`src/rtl/ranc_noc_pkg.sv`:
```
// Shared NoC definitions: source-index encoding and default packet/FIFO sizes
// used by both the path decoders and the path mergers.
package ranc_noc_pkg;

  localparam int DATA_WIDTH_DEFAULT = 32;
  localparam int FIFO_DEPTH_DEFAULT = 4;

  typedef logic [1:0] src_t;

  localparam src_t SRC_A = 2'd0;
  localparam src_t SRC_B = 2'd1;
  localparam src_t SRC_C = 2'd2;

  // Round-robin successor: A -> B -> C -> A.
  function automatic src_t next_src(input src_t s);
    return (s == SRC_C) ? SRC_A : src_t'(s + 2'd1);
  endfunction

endpackage

```
`src/rtl/sync_fifo.sv`:
```
// Small synchronous FIFO with a combinational (non-registered) head.
// full/empty come straight from the registered count, so a push in the same
// cycle as a pop on a full FIFO is still refused.
module sync_fifo
  import ranc_noc_pkg::*;
#(
  parameter int DATA_WIDTH = DATA_WIDTH_DEFAULT,
  parameter int FIFO_DEPTH = FIFO_DEPTH_DEFAULT
) (
  input  logic                  clk,
  input  logic                  rst,
  input  logic [DATA_WIDTH-1:0] din,
  input  logic                  wen,
  input  logic                  ren,
  output logic [DATA_WIDTH-1:0] dout,
  output logic                  empty,
  output logic                  full
);

  localparam int ADDR_WIDTH = $clog2(FIFO_DEPTH);
  localparam logic [ADDR_WIDTH:0] DEPTH_CNT = (ADDR_WIDTH+1)'(FIFO_DEPTH);

  logic [DATA_WIDTH-1:0] mem [FIFO_DEPTH];
  logic [ADDR_WIDTH-1:0] wptr;
  logic [ADDR_WIDTH-1:0] rptr;
  logic [ADDR_WIDTH:0]   count;
  logic                  push;
  logic                  pop;

  assign full  = (count == DEPTH_CNT);
  assign empty = (count == '0);
  assign push  = wen & ~full;
  assign pop   = ren & ~empty;
  assign dout  = mem[rptr];

  // Storage array: written on an accepted push, never reset.
  always_ff @(posedge clk) begin
    if (push) mem[wptr] <= din;
  end

  // Pointers wrap naturally because FIFO_DEPTH is a power of two.
  always_ff @(posedge clk) begin
    if (rst) begin
      wptr  <= '0;
      rptr  <= '0;
      count <= '0;
    end else begin
      if (push) wptr <= wptr + 1'b1;
      if (pop)  rptr <= rptr + 1'b1;
      case ({push, pop})
        2'b10:   count <= count + 1'b1;
        2'b01:   count <= count - 1'b1;
        default: count <= count;
      endcase
    end
  end

endmodule

```
`src/rtl/path_merger_3way.sv`:
```
// Three-input path merger: each source is buffered in a sync_fifo and a
// round-robin arbiter drains them into one registered output stream.
//
// Handshake: a source may assert wen_x only while full_x is low; the packet is
// taken at that rising edge. Downstream, wen_out is a one-cycle valid pulse
// that is never raised for a cycle in which full_out was sampled high.
module path_merger_3way
  import ranc_noc_pkg::*;
#(
  parameter int DATA_WIDTH = DATA_WIDTH_DEFAULT,
  parameter int FIFO_DEPTH = FIFO_DEPTH_DEFAULT
) (
  input  logic                  clk,
  input  logic                  rst,
  input  logic [DATA_WIDTH-1:0] din_a,
  input  logic                  wen_a,
  output logic                  full_a,
  input  logic [DATA_WIDTH-1:0] din_b,
  input  logic                  wen_b,
  output logic                  full_b,
  input  logic [DATA_WIDTH-1:0] din_c,
  input  logic                  wen_c,
  output logic                  full_c,
  output logic [DATA_WIDTH-1:0] dout,
  output logic                  wen_out,
  input  logic                  full_out
);

  logic [DATA_WIDTH-1:0] head_a, head_b, head_c, head;
  logic [2:0]            fifo_empty;
  logic [2:0]            ren;
  src_t                  last_grant;
  src_t                  grant_src;
  src_t                  cand;
  logic                  grant_valid;

  sync_fifo #(.DATA_WIDTH(DATA_WIDTH), .FIFO_DEPTH(FIFO_DEPTH)) u_fifo_a (
    .clk(clk), .rst(rst), .din(din_a), .wen(wen_a), .ren(ren[SRC_A]),
    .dout(head_a), .empty(fifo_empty[SRC_A]), .full(full_a)
  );

  sync_fifo #(.DATA_WIDTH(DATA_WIDTH), .FIFO_DEPTH(FIFO_DEPTH)) u_fifo_b (
    .clk(clk), .rst(rst), .din(din_b), .wen(wen_b), .ren(ren[SRC_B]),
    .dout(head_b), .empty(fifo_empty[SRC_B]), .full(full_b)
  );

  sync_fifo #(.DATA_WIDTH(DATA_WIDTH), .FIFO_DEPTH(FIFO_DEPTH)) u_fifo_c (
    .clk(clk), .rst(rst), .din(din_c), .wen(wen_c), .ren(ren[SRC_C]),
    .dout(head_c), .empty(fifo_empty[SRC_C]), .full(full_c)
  );

  // Round-robin search starting after last_grant; blocked by downstream full.
  always_comb begin
    grant_valid = 1'b0;
    grant_src   = last_grant;
    cand        = last_grant;
    for (int i = 0; i < 3; i++) begin
      cand = next_src(cand);
      if (!full_out && !grant_valid && !fifo_empty[cand]) begin
        grant_valid = 1'b1;
        grant_src   = cand;
      end
    end
  end

  // Pop strobe to the granted FIFO and selection of its head.
  always_comb begin
    ren    = 3'b000;
    head   = head_c;
    if (grant_valid) ren[grant_src] = 1'b1;
    case (grant_src)
      SRC_A:   head = head_a;
      SRC_B:   head = head_b;
      default: head = head_c;
    endcase
  end

  // Output register and round-robin pointer; C after reset gives A first turn.
  always_ff @(posedge clk) begin
    if (rst) begin
      dout       <= '0;
      wen_out    <= 1'b0;
      last_grant <= SRC_C;
    end else begin
      wen_out <= grant_valid;
      if (grant_valid) begin
        dout       <= head;
        last_grant <= grant_src;
      end
    end
  end

endmodule
```
`config.mk`:
```
export PLATFORM = sky130hd
export DESIGN_NAME = path_merger_3way
export DESIGN_NICKNAME = d
export VERILOG_FILES = /design/src/rtl/ranc_noc_pkg.sv /design/src/rtl/sync_fifo.sv /design/src/rtl/path_merger_3way.sv
export SDC_FILE = /design/constraint.sdc
export NUM_CORES = 1
export LEC_CHECK = 0
export CAP_MARGIN = 20
export CORE_MARGIN = 2
export CORE_UTILIZATION = 45
export CTS_BUF_LIST = sky130_fd_sc_hd__clkbuf_8
export DETAILED_ROUTE_END_ITERATION = 10
export GPL_TIMING_DRIVEN = 0
export HOLD_SLACK_MARGIN = 0.12
export PLACE_DENSITY = 0.7
export SKIP_LAST_GASP = 1
export SLEW_MARGIN = 30
export SYNTH_ARGS = -nofsm -noshare
export SYNTH_HDL_FRONTEND = slang
export SYNTH_HIERARCHICAL = 1
export SYNTH_SLANG_ARGS = --single-unit
```
`constraint.sdc`:
```
create_clock -name clk -period 3.7 [get_ports clk]
set_input_delay 0.555 -clock clk [delete_from_list [all_inputs] [get_ports clk]]
set_output_delay 0.555 -clock clk [all_outputs]
set_load 0.05 [all_outputs]
```
# After elaboration in Yosys (flattened, before gate mapping)

Memory sizes are Yosys's and may differ from the RTL's. A register that Yosys moved wholly into a read port is not among the register bits.
Index checks and enable logic that the tools add are counted.

Reductions and logical operators: 19
Muxes and demuxes: 34
Bitwise gates (word level): 12
Eq/ne operators: 13
Order comparisons: 5
Add/subtract/negate cells: 15

Operator list:

| operator                                                                             | count |
|---|---|
| 32-bit case mux with 2 select lines                                                  | 1 |
| 2-bit 2-to-1 mux                                                                     | 12 |
| 2-bit by 1-bit adder with 2-bit output (second input constant)                       | 9 |
| 3-bit case mux with 2 select lines                                                   | 3 |
| 1-bit 2-to-1 mux                                                                     | 13 |
| 2-bit equality test (second input constant)                                          | 6 |
| 2-bit by 3-bit < comparator with 1-bit output (second input constant)                | 4 |
| 3-bit by 1-bit adder with 3-bit output (second input constant)                       | 3 |
| 3-bit equality test (second input constant)                                          | 3 |
| 3-bit zero test                                                                      | 3 |
| 3-bit by 1-bit subtractor with 3-bit output (second input constant)                  | 3 |
| 2-bit by 1-bit equality test with 1-bit output (second input constant)               | 4 |
| 1-bit AND                                                                            | 6 |
| 1-bit binary-select mux with 2-bit select                                            | 3 |
| 1-bit logical AND                                                                    | 6 |
| 1-bit zero test                                                                      | 6 |
| 1-bit NOT                                                                            | 6 |
| 2-bit nonzero test                                                                   | 3 |
| 3-bit 2-to-1 mux                                                                     | 1 |
| 1-bit demux with 2-bit select                                                        | 1 |
| 2-bit by 1-bit greater-or-equal comparator with 1-bit output (second input constant) | 1 |
| 2-bit zero test                                                                      | 1 |

Output and inout port bits: 36
Flip-flop bits (word level): 56
Word-level logic and storage cells: 113
RAM bits: 384
Memories kept: 3

Memories:

| memory       | depth | width | read ports | clocked after memory_dff | write ports | RTL line        | RTL |
|---|---|---|---|---|---|---|---|
| u_fifo_a.mem | 4     | 32    | 1          | 1                        | 1           | sync_fifo.sv:23 | `logic [DATA_WIDTH-1:0] mem [FIFO_DEPTH];` |
| u_fifo_b.mem | 4     | 32    | 1          | 1                        | 1           | sync_fifo.sv:23 |  |
| u_fifo_c.mem | 4     | 32    | 1          | 1                        | 1           | sync_fifo.sv:23 |  |

# Logic depth before layout (Yosys ltp)

Gate-level depths: netlist of run 1.

Depth after elaboration: 23
Mapped depth: 14
Gate-level depth less buffers: 13

# Modules after synthesis

The synthesis of run 1 kept the hierarchy.

By module, submodules not included:

| module           | cells each | seq. area each (µm²) | area each (µm²) | instances |
|---|---|---|---|---|
| sync_fifo        | 221        | 4023.9               | 5143.7          | 3 |
| path_merger_3way | 244        | 700.7                | 1891.8          | 1 |

# Worst setup path before layout of run 1

Ideal clock, no wire load.

Path type: reg-to-reg
Start point: register u_fifo_a.count[1]
End point: register u_fifo_b.count[2]
Arrival: 2.896 ns
Path slack: 0.734 ns
Stages on the path, launching flop included: 15
Path through: dfxtp_1 nor3_2 nand2_2 a211oi_4 buf_4 a21oi_1 nor2_1 o31ai_2 inv_1 ha_1 inv_1 fa_1 xor2_1 or3_1 a21oi_1

Word-level cells in the longest chain between the ends: 22
Elaborated cells on any way between the ends: 34
Those cells by class: order compare (2); eq/ne (2); mux (16); bitwise (1); reduce/logical (13)

Ends and longest elaborated chain:

| item                                                                                         | RTL line               | RTL |
|---|---|---|
| start: declaration                                                                           | sync_fifo.sv:26        | `logic [ADDR_WIDTH:0] count;` |
| start signal: assignment                                                                     | sync_fifo.sv:51        | `2'b10: count <= count + 1'b1;` |
| start signal: assignment                                                                     | sync_fifo.sv:52        | `2'b01: count <= count - 1'b1;` |
| start signal: assignment                                                                     | sync_fifo.sv:53        | `default: count <= count;` |
| 3-bit zero test *                                                                            | sync_fifo.sv:31        | `assign empty = (count == '0);` |
| net fifo_empty[0]                                                                            | path_merger_3way.sv:30 | `logic [2:0] fifo_empty;` |
| 1-bit binary-select mux with 2-bit select                                                    | path_merger_3way.sv:59 | `if (!full_out && !grant_valid && !fifo_empty[cand]) begin` |
| 1-bit 2-to-1 mux (implied by the code)                                                       | path_merger_3way.sv:59 |  |
| 1-bit zero test                                                                              | path_merger_3way.sv:59 |  |
| 1-bit logical AND                                                                            | path_merger_3way.sv:59 |  |
| 1-bit 2-to-1 mux                                                                             | path_merger_3way.sv:59 |  |
| 1-bit zero test                                                                              | path_merger_3way.sv:59 |  |
| [... 9 more ...]                                                                             | -                      |  |
| 1-bit 2-to-1 mux (implied by the code)                                                       | path_merger_3way.sv:70 | `if (grant_valid) ren[grant_src] = 1'b1;` |
| 1-bit demux with 2-bit select                                                                | path_merger_3way.sv:70 |  |
| 3-bit 2-to-1 mux *                                                                           | path_merger_3way.sv:70 |  |
| net ren[1]                                                                                   | path_merger_3way.sv:31 | `logic [2:0] ren;` |
| 1-bit AND *                                                                                  | sync_fifo.sv:33        | `assign pop = ren & ~empty;` |
| net u_fifo_b.pop                                                                             | sync_fifo.sv:28        | `logic pop;` |
| 2-bit by 1-bit equality test with 1-bit output / 2-bit equality test (equally long branches) | sync_fifo.sv:50        | `case ({push, pop})` |
| 3-bit case mux with 2 select lines / 2-bit nonzero test (equally long branches)              | -                      |  |
| end signal: assignment                                                                       | sync_fifo.sv:51        |  |
| end signal: assignment                                                                       | sync_fifo.sv:52        |  |
| end signal: assignment                                                                       | sync_fifo.sv:53        |  |
| end: declaration                                                                             | sync_fifo.sv:26        |  |

Mark *: on every way through the listed nets, which the timed path passes. The rest lies on a longest branch. The select of a mux whose other input is x is not followed.
A chain may end at the register's enable or synchronous reset.

# Worst setup path in the final report of run 1

Ends and elaborated chain as after synthesis.

==> results of run 1 <==
[power groups by stage]
stage                     clock [mW]  sequential, mW  combinational [mW]
after floorplan                    0            6.59                1.45
after global placement             0            6.23                2.79
after detailed placement           0            6.24                2.90
after CTS                       3.98            6.13                2.91
after global routing            4.20            6.17                3.12
final                           3.88            6.13                2.91
[worst max-delay path, cell delays in order (launching register included)]
cell and delay, ns:
dfxtp_1 0.38, nor3_4 0.44, nand2_2 0.12, a211oi_4 0.35, buf_4 0.22, a21oi_1 0.07, nor2_1 0.31, o31ai_2 0.15
inv_1 0.08, ha_1 0.17, inv_1 0.06, fa_1 0.37, xor2_1 0.15, or3_1 0.30, a21oi_1 0.14
[cell usage in the layout, fill, tap and decap left out, types with 9 or more instances in the layout]
master | synthesis | layout
edfxtp_1 | 384 | 384
a311oi_1 | 32 | 32
or3_1 | 9 | 9
inv_1 | 25 | 59
mux4_2 | 90 | 90
dfxtp_1 | 62 | 62
and2_2 | 0 | 12
nor2_1 | 55 | 55
xor2_1 | 9 | 9
o21ai_0 | 28 | 28
a21oi_1 | 47 | 47
buf_12 | 9 | 13
nand3_1 | 32 | 32
buf_2 | 18 | 18
clkdlybuf4s50_1 | 0 | 135
ha_1 | 15 | 15
clkbuf_8 | 0 | 81
clkbuf_1 | 12 | 12
o21ai_1 | 13 | 13
[state kept, by name, summed over array words and instances (netlist names), named ones only]
signal,count
u_fifo_a/mem,128
u_fifo_c/mem,128
u_fifo_b/rptr,2
u_fifo_c/wptr,2
u_fifo_a/rptr,2
u_fifo_b/wptr,2
last_grant,2
wen_out,1
dout,32
u_fifo_b/count,3
u_fifo_c/rptr,2
u_fifo_a/count,3
u_fifo_a/wptr,2
u_fifo_b/mem,128
u_fifo_c/count,3
[synthesized netlist by cell type, drive strengths merged (9+ instances only)]
master and number:
a21oi 47, nor2 55, a311oi 32, buf 38, clkbuf 13, o21ai 41
xor2 9, dfxtp 62, edfxtp 384, nand3 32, inv 25, and2 13
mux4 96, ha 15, or3 9
[final cells by class]
type / instances / area [sq um] / area share
plain buffers: 51 / 399.1 / 0.01902
multi-input cells: 385 / 4091 / 0.1949
diodes: 1 / 2.502 / 0.0001192
repair buffers: 147 / 1652 / 0.07868
flip-flops and latches: 446 / 12770 / 0.6085
clock inverters: 49 / 225.2 / 0.01073
well taps: 511 / 639.4 / 0.03046
inverters: 25 / 93.84 / 0.004471
clock buffers: 81 / 1115 / 0.05311
[through the flow]
stage                     setup TNS, ns  hold WS [ns]  total power [mW]  instance area (sq um)
final                                 0        0.3153             12.92                  20990
after global routing           -0.04279        0.3160             13.50                  20990
after CTS                             0        0.2743             13.02                  20970
after detailed placement              0        0.4912             9.134                  19630
after global placement                0        0.4733             9.026                  19310
after floorplan                       0        0.4591             8.040                  17320
[worst paths after layout]
| path | cells after the start | end | from |
|---|---|---|---|
| hold reg to reg | 2 | u_fifo_b/rptr[1]$_SDFFE_PP0P_ | u_fifo_b/rptr[1]$_SDFFE_PP0P_ |
| setup / recovery | 14 | u_fifo_b/count[2]$_SDFFE_PP0P_ | u_fifo_a/count[1]$_SDFFE_PP0P_ |
| hold / removal | 2 | u_fifo_a/count[1]$_SDFFE_PP0P_ | rst |
| setup reg to reg | 14 | u_fifo_b/count[2]$_SDFFE_PP0P_ | u_fifo_a/count[1]$_SDFFE_PP0P_ |
[repair_timing]
item | CTS | global route
setup buffers | 0 | 0
endpoints found under the hold margin | 0 | 0
resized for setup | 0 | 3
setup endpoints to repair | 0 | 4
[routing by layer]
layer	wire length, um	global-route usage	part of all wire	vias up
li1	-	-	-	4111
met1	15610	0.2453	0.41	4567
met2	18390	0.3095	0.48	326
met3	3032	0.05955	0.080	66
met4	1069	0.07436	0.028	4
met5	30	0	0.00079	-
[logic make-up (layout without fill, tap and decap cells)]
logic type               Yosys count  count (layout)  synth area share
adder cells (fa/ha/maj)           18              18           0.01430
multiplexers                      99              99            0.1278
AND/OR/NAND/NOR                  129             129           0.03792
other                              0               1                 0
XOR/XNOR                           9               9          0.004551
flip-flops                       446             446            0.7373
AO/OA/AOI/OAI                    130             130           0.04962
buffers and inverters             76             353           0.02846
==> impl_metrics.yaml, run 1 <==
placement:
  post-place-ws_ns: 0.05323
  dp_hpwl_mm: 27.00
  portBuffers: 135
  dpl.cell_count: 1565
  gp_congestion: 0.7748
synth:
  avgSynthCellArea_sq_um: 19.10
  ys.flop_type: "edfxtp_1"
  yosysTopAreaCellShare: 0.6657
  postSynthNetCount: 1027
  synth-edff-count: 384
  ys_types: 39
  yosys_register_bits: 446
  synth-seq-area-share: 0.7373
  ys_top_cells_by_area: "edfxtp_1, mux4_2, dfxtp_1"
  synthesis.area_sq_mm: 0.01732
  syn_inst: 907
  synthArstFlopShare: 0
  synth_top_area_cell: "edfxtp_1"
  synth-warning-count: 6
die:
  die_w_um: 200.2
  coreArea_sq_mm: 0.03776
  die_area_sq_mm: 0.04008
  boundaryPins: 138
  start_util: 0.4588
  num_rows: 71
  die_h_um: 200.2
pwr:
  p_sw_mw: 3.806
  p_int_mw: 9.118
  p_leak_nw: 6.946
  power_density_mw_per_mm2: 615.8
  ir_worst_vdd_mv: 0.3828
  pwr-share-clk: 0.300
  pwr-share-seq: 0.475
  swShare: 0.2945
  p_comb_frac: 0.225
detailed_routing:
  drt_first_pass_iters: 5
  via_count: 9074
  drtIter0Drc: 717
  drc: 0
  vias_per_cell: 5.350
  ant_nets: 0
  routed_wl_mm: 38.13
  routedWlPerCell_um: 22.48
clocking:
  h-tree-depth: 3
  ctsHoldBuffers: 0
  numCtsBuffers: 72
  path_clk_slew_ns: 0.06
  cts_tree: "built"
  ctsRootBufferMaster: "clkbuf_8"
  cts.sinks: 446
  cts_buffer_depth: 3
  clk_latency_ns: 0.60
status:
  outcome: "completed"
timing:
  hold_viol: 0
  skew_ns: 0.02600
  finalSetupViolations: 0
  fin_ws_ns: 0.2712
  relSlewSlack: 0.6278
  fmaxAchievable_mhz: 291.7
  tightest_slew_ns: 0.5582
  min_period_over_period: 0.9267
  slew_viol_final: 0
  finalCriticalPeriod_ns: 3.429
  rsz0062_at_grt: "true"
worst_setup_path:
  cp.arrival_ns: 3.93
  r2r_setup_slack_ns: 0.27
  critPathKind: "reg -> reg"
  start_kind: "register"
  worst_setup_path_end_kind: "register"
  critPathRequiredTime_ns: 4.21
  path_max_fanout: 10
cells_and_area:
  final_cells: 1696
  num-fill-cells: 2885
  layout.nets: 1248
  drive_above_1_share: 0.2145
  syn2layout_area_growth_pct: 21.17
  utilization: 0.5560
job:
  cap_violations: 0
global_route:
  track_usage: 0.1922
  grt_pass1_wl_mm: 57.04
  grt_antenna_before_repair: 3
  grt_max_degree: 24
  grt-ovfl-total: 0
  grt_pass1_vias: 9506
min_path:
  hold_path_class: "in -> reg"
Power figures use the tool's default switching activity.
==> inputs of run 2 (changes only) <==
--- a/config.mk
+++ b/config.mk
@@ -10,7 +10,6 @@
 export CORE_UTILIZATION = 45
 export CTS_BUF_LIST = sky130_fd_sc_hd__clkbuf_8
 export DETAILED_ROUTE_END_ITERATION = 10
-export GPL_TIMING_DRIVEN = 0
 export HOLD_SLACK_MARGIN = 0.12
 export PLACE_DENSITY = 0.7
 export SKIP_LAST_GASP = 1
==> impl_metrics.yaml, run 2 (synthesis gave the netlist of run 1 again) <==
status:
  outcome: "completed"
detailed_routing:
  drt_first_pass_iters: 5
  drtIter0Drc: 869
  via_count: 9068
  drc: 0
  routed_wl_mm: 37.63
  routedWlPerCell_um: 22.56
  vias_per_cell: 5.436
  ant_nets: 0
pwr:
  p_int_mw: 8.942
  pwr-share-seq: 0.482
  ir_worst_vdd_mv: 0.2706
  p_comb_frac: 0.212
  p_sw_mw: 3.806
  power_density_mw_per_mm2: 621.8
  swShare: 0.2986
  p_leak_nw: 6.730
  pwr-share-clk: 0.305
worst_setup_path:
  worst_setup_path_end_kind: "register"
  critPathRequiredTime_ns: 4.21
  start_kind: "register"
  worstReg2RegEnd: "u_fifo_b/count[2]$_SDFFE_PP0P_"
  critPathKind: "reg -> reg"
  r2r_setup_slack_ns: 0.60
  r2r_cells: 13
  crit_path_start: "u_fifo_a/count[1]$_SDFFE_PP0P_"
  cp.arrival_ns: 3.61
  path_max_fanout: 8
  r2r-start: "u_fifo_a/count[1]$_SDFFE_PP0P_"
timing:
  hold_viol: 0
  relSlewSlack: 0.3725
  rsz0062_at_grt: "false"
  fmaxAchievable_mhz: 323.0
  skew_ns: 0.03560
  slew_viol_final: 0
  setup_tns_ns: 0
  finalCriticalPeriod_ns: 3.096
  min_period_over_period: 0.8367
  tightest_slew_ns: 0.9400
  finalSetupViolations: 0
  fin_ws_ns: 0.6041
die:
  num_rows: 71
  die_area_sq_mm: 0.04008
  coreArea_sq_mm: 0.03776
  start_util: 0.4588
  die_w_um: 200.2
  boundaryPins: 138
  die_h_um: 200.2
global_route:
  track_usage: 0.1903
  grt-ovfl-total: 0
  grt_pass1_wl_mm: 56.81
  grt_pass1_vias: 9322
  grt_antenna_before_repair: 5
  grt_max_degree: 46
placement:
  portBuffers: 137
  dp_hpwl_mm: 24.48
  gp_congestion: 0.7885
  dpl.cell_count: 1530
  post-place-ws_ns: 0.3784
clocking:
  numCtsBuffers: 73
  cts_tree: "built"
  ctsRootBufferMaster: "clkbuf_8"
  cts.sinks: 446
  post-cts-setup-buffer-count: 0
  clk_latency_ns: 0.61
  path_clk_slew_ns: 0.06
  ctsHoldBuffers: 0
  cts_resized: 0
  cts_buffer_depth: 3
  h-tree-depth: 3
min_path:
  whs_endpoint: "u_fifo_b/rptr[1]$_SDFFE_PP0P_"
  holdPathStages: 2
  min_from: "u_fifo_b/rptr[1]$_SDFFE_PP0P_"
  hold_path_class: "reg -> reg"
cells_and_area:
  top_regs: "u_fifo_a/mem (128), u_fifo_b/mem (128), u_fifo_c/mem (128)"
  final_cells: 1668
  syn2layout_area_growth_pct: 18.34
  layout.nets: 1214
  layout_common_cells: "edfxtp_1, clkdlybuf4s50_1, mux4_2"
  utilization: 0.5430
  final_common_cell: "edfxtp_1"
  drive_above_1_share: 0.1967
job:
  cap_violations: 0
run 2: cell count changes in the layout (fill, tap and decap cells not counted), moves of 5 or more:
cell / previous run / this run
buf_4: 4 / 25
buf_2: 18 / 1
and2_1: 1 / 13
and2_2: 12 / 0
buf_12: 13 / 1
clkbuf_1: 12 / 0
buf_16: 8 / 0
clkinv_1: 8 / 13
run 2: cell type report:
type	instances	area, sq um
diodes	3	7.507
clock buffers	78	1074
clock inverters	57	270.3
fillers	2981	17260
inverters	25	93.84
multi-input cells	385	4064
flip-flops and latches	446	12780
well taps	511	639.4
repair buffers	163	1574
run 2: stage by stage:
| step | area, sq um | power (mW) | hold slack, ns |
|---|---|---|---|
| after floorplan | 17320 | 8.040 | 0.4591 |
| after global placement | 19150 | 8.912 | 0.4759 |
| after detailed placement | 19150 | 8.961 | 0.4803 |
| after CTS | 20490 | 12.86 | 0.4949 |
| after global routing | 20500 | 13.31 | 0.5292 |
| final | 20500 | 12.75 | 0.4955 |
run 2: per-layer routing:
layer | vias to the layer above | track usage | share of wire
li1 | 4043 | - | -
met1 | 4648 | 0.2605 | 0.42
met2 | 309 | 0.2940 | 0.48
met3 | 64 | 0.04686 | 0.076
met4 | 4 | 0.07809 | 0.028
met5 | - | 0 | 0.00072
run 2: worst max path at each step:
stage | to | slack (ns)
after floorplan | u_fifo_b/count[2]$_SDFFE_PP0P_ | 0.73
after global placement | u_fifo_b/count[2]$_SDFFE_PP0P_ | 0.48
after detailed placement | u_fifo_a/count[2]$_SDFFE_PP0P_ | 0.38
after CTS | full_b | 0.60
after global routing | u_fifo_b/count[2]$_SDFFE_PP0P_ | 0.36
final | u_fifo_b/count[2]$_SDFFE_PP0P_ | 0.60
run 2: power by group through the flow:
stage	Combinational, mW	Clock, mW	Sequential (mW)
final	2.71	3.89	6.15
after global routing	2.89	4.23	6.19
after CTS	2.71	4.00	6.16
after detailed placement	2.70	0	6.26
after global placement	2.67	0	6.24
after floorplan	1.45	0	6.59
run 2: worst max-delay path, cell delays in order, from the launching register on:
cell and delay, ns:
dfxtp_1 0.37, nor3_2 0.58, nand2_2 0.15, a211oi_4 0.27
a21oi_1 0.08, nor2_1 0.18, o31ai_2 0.11, inv_1 0.07
ha_1 0.17, inv_1 0.06, fa_1 0.37, xor2_1 0.15
or3_1 0.30, a21oi_1 0.16
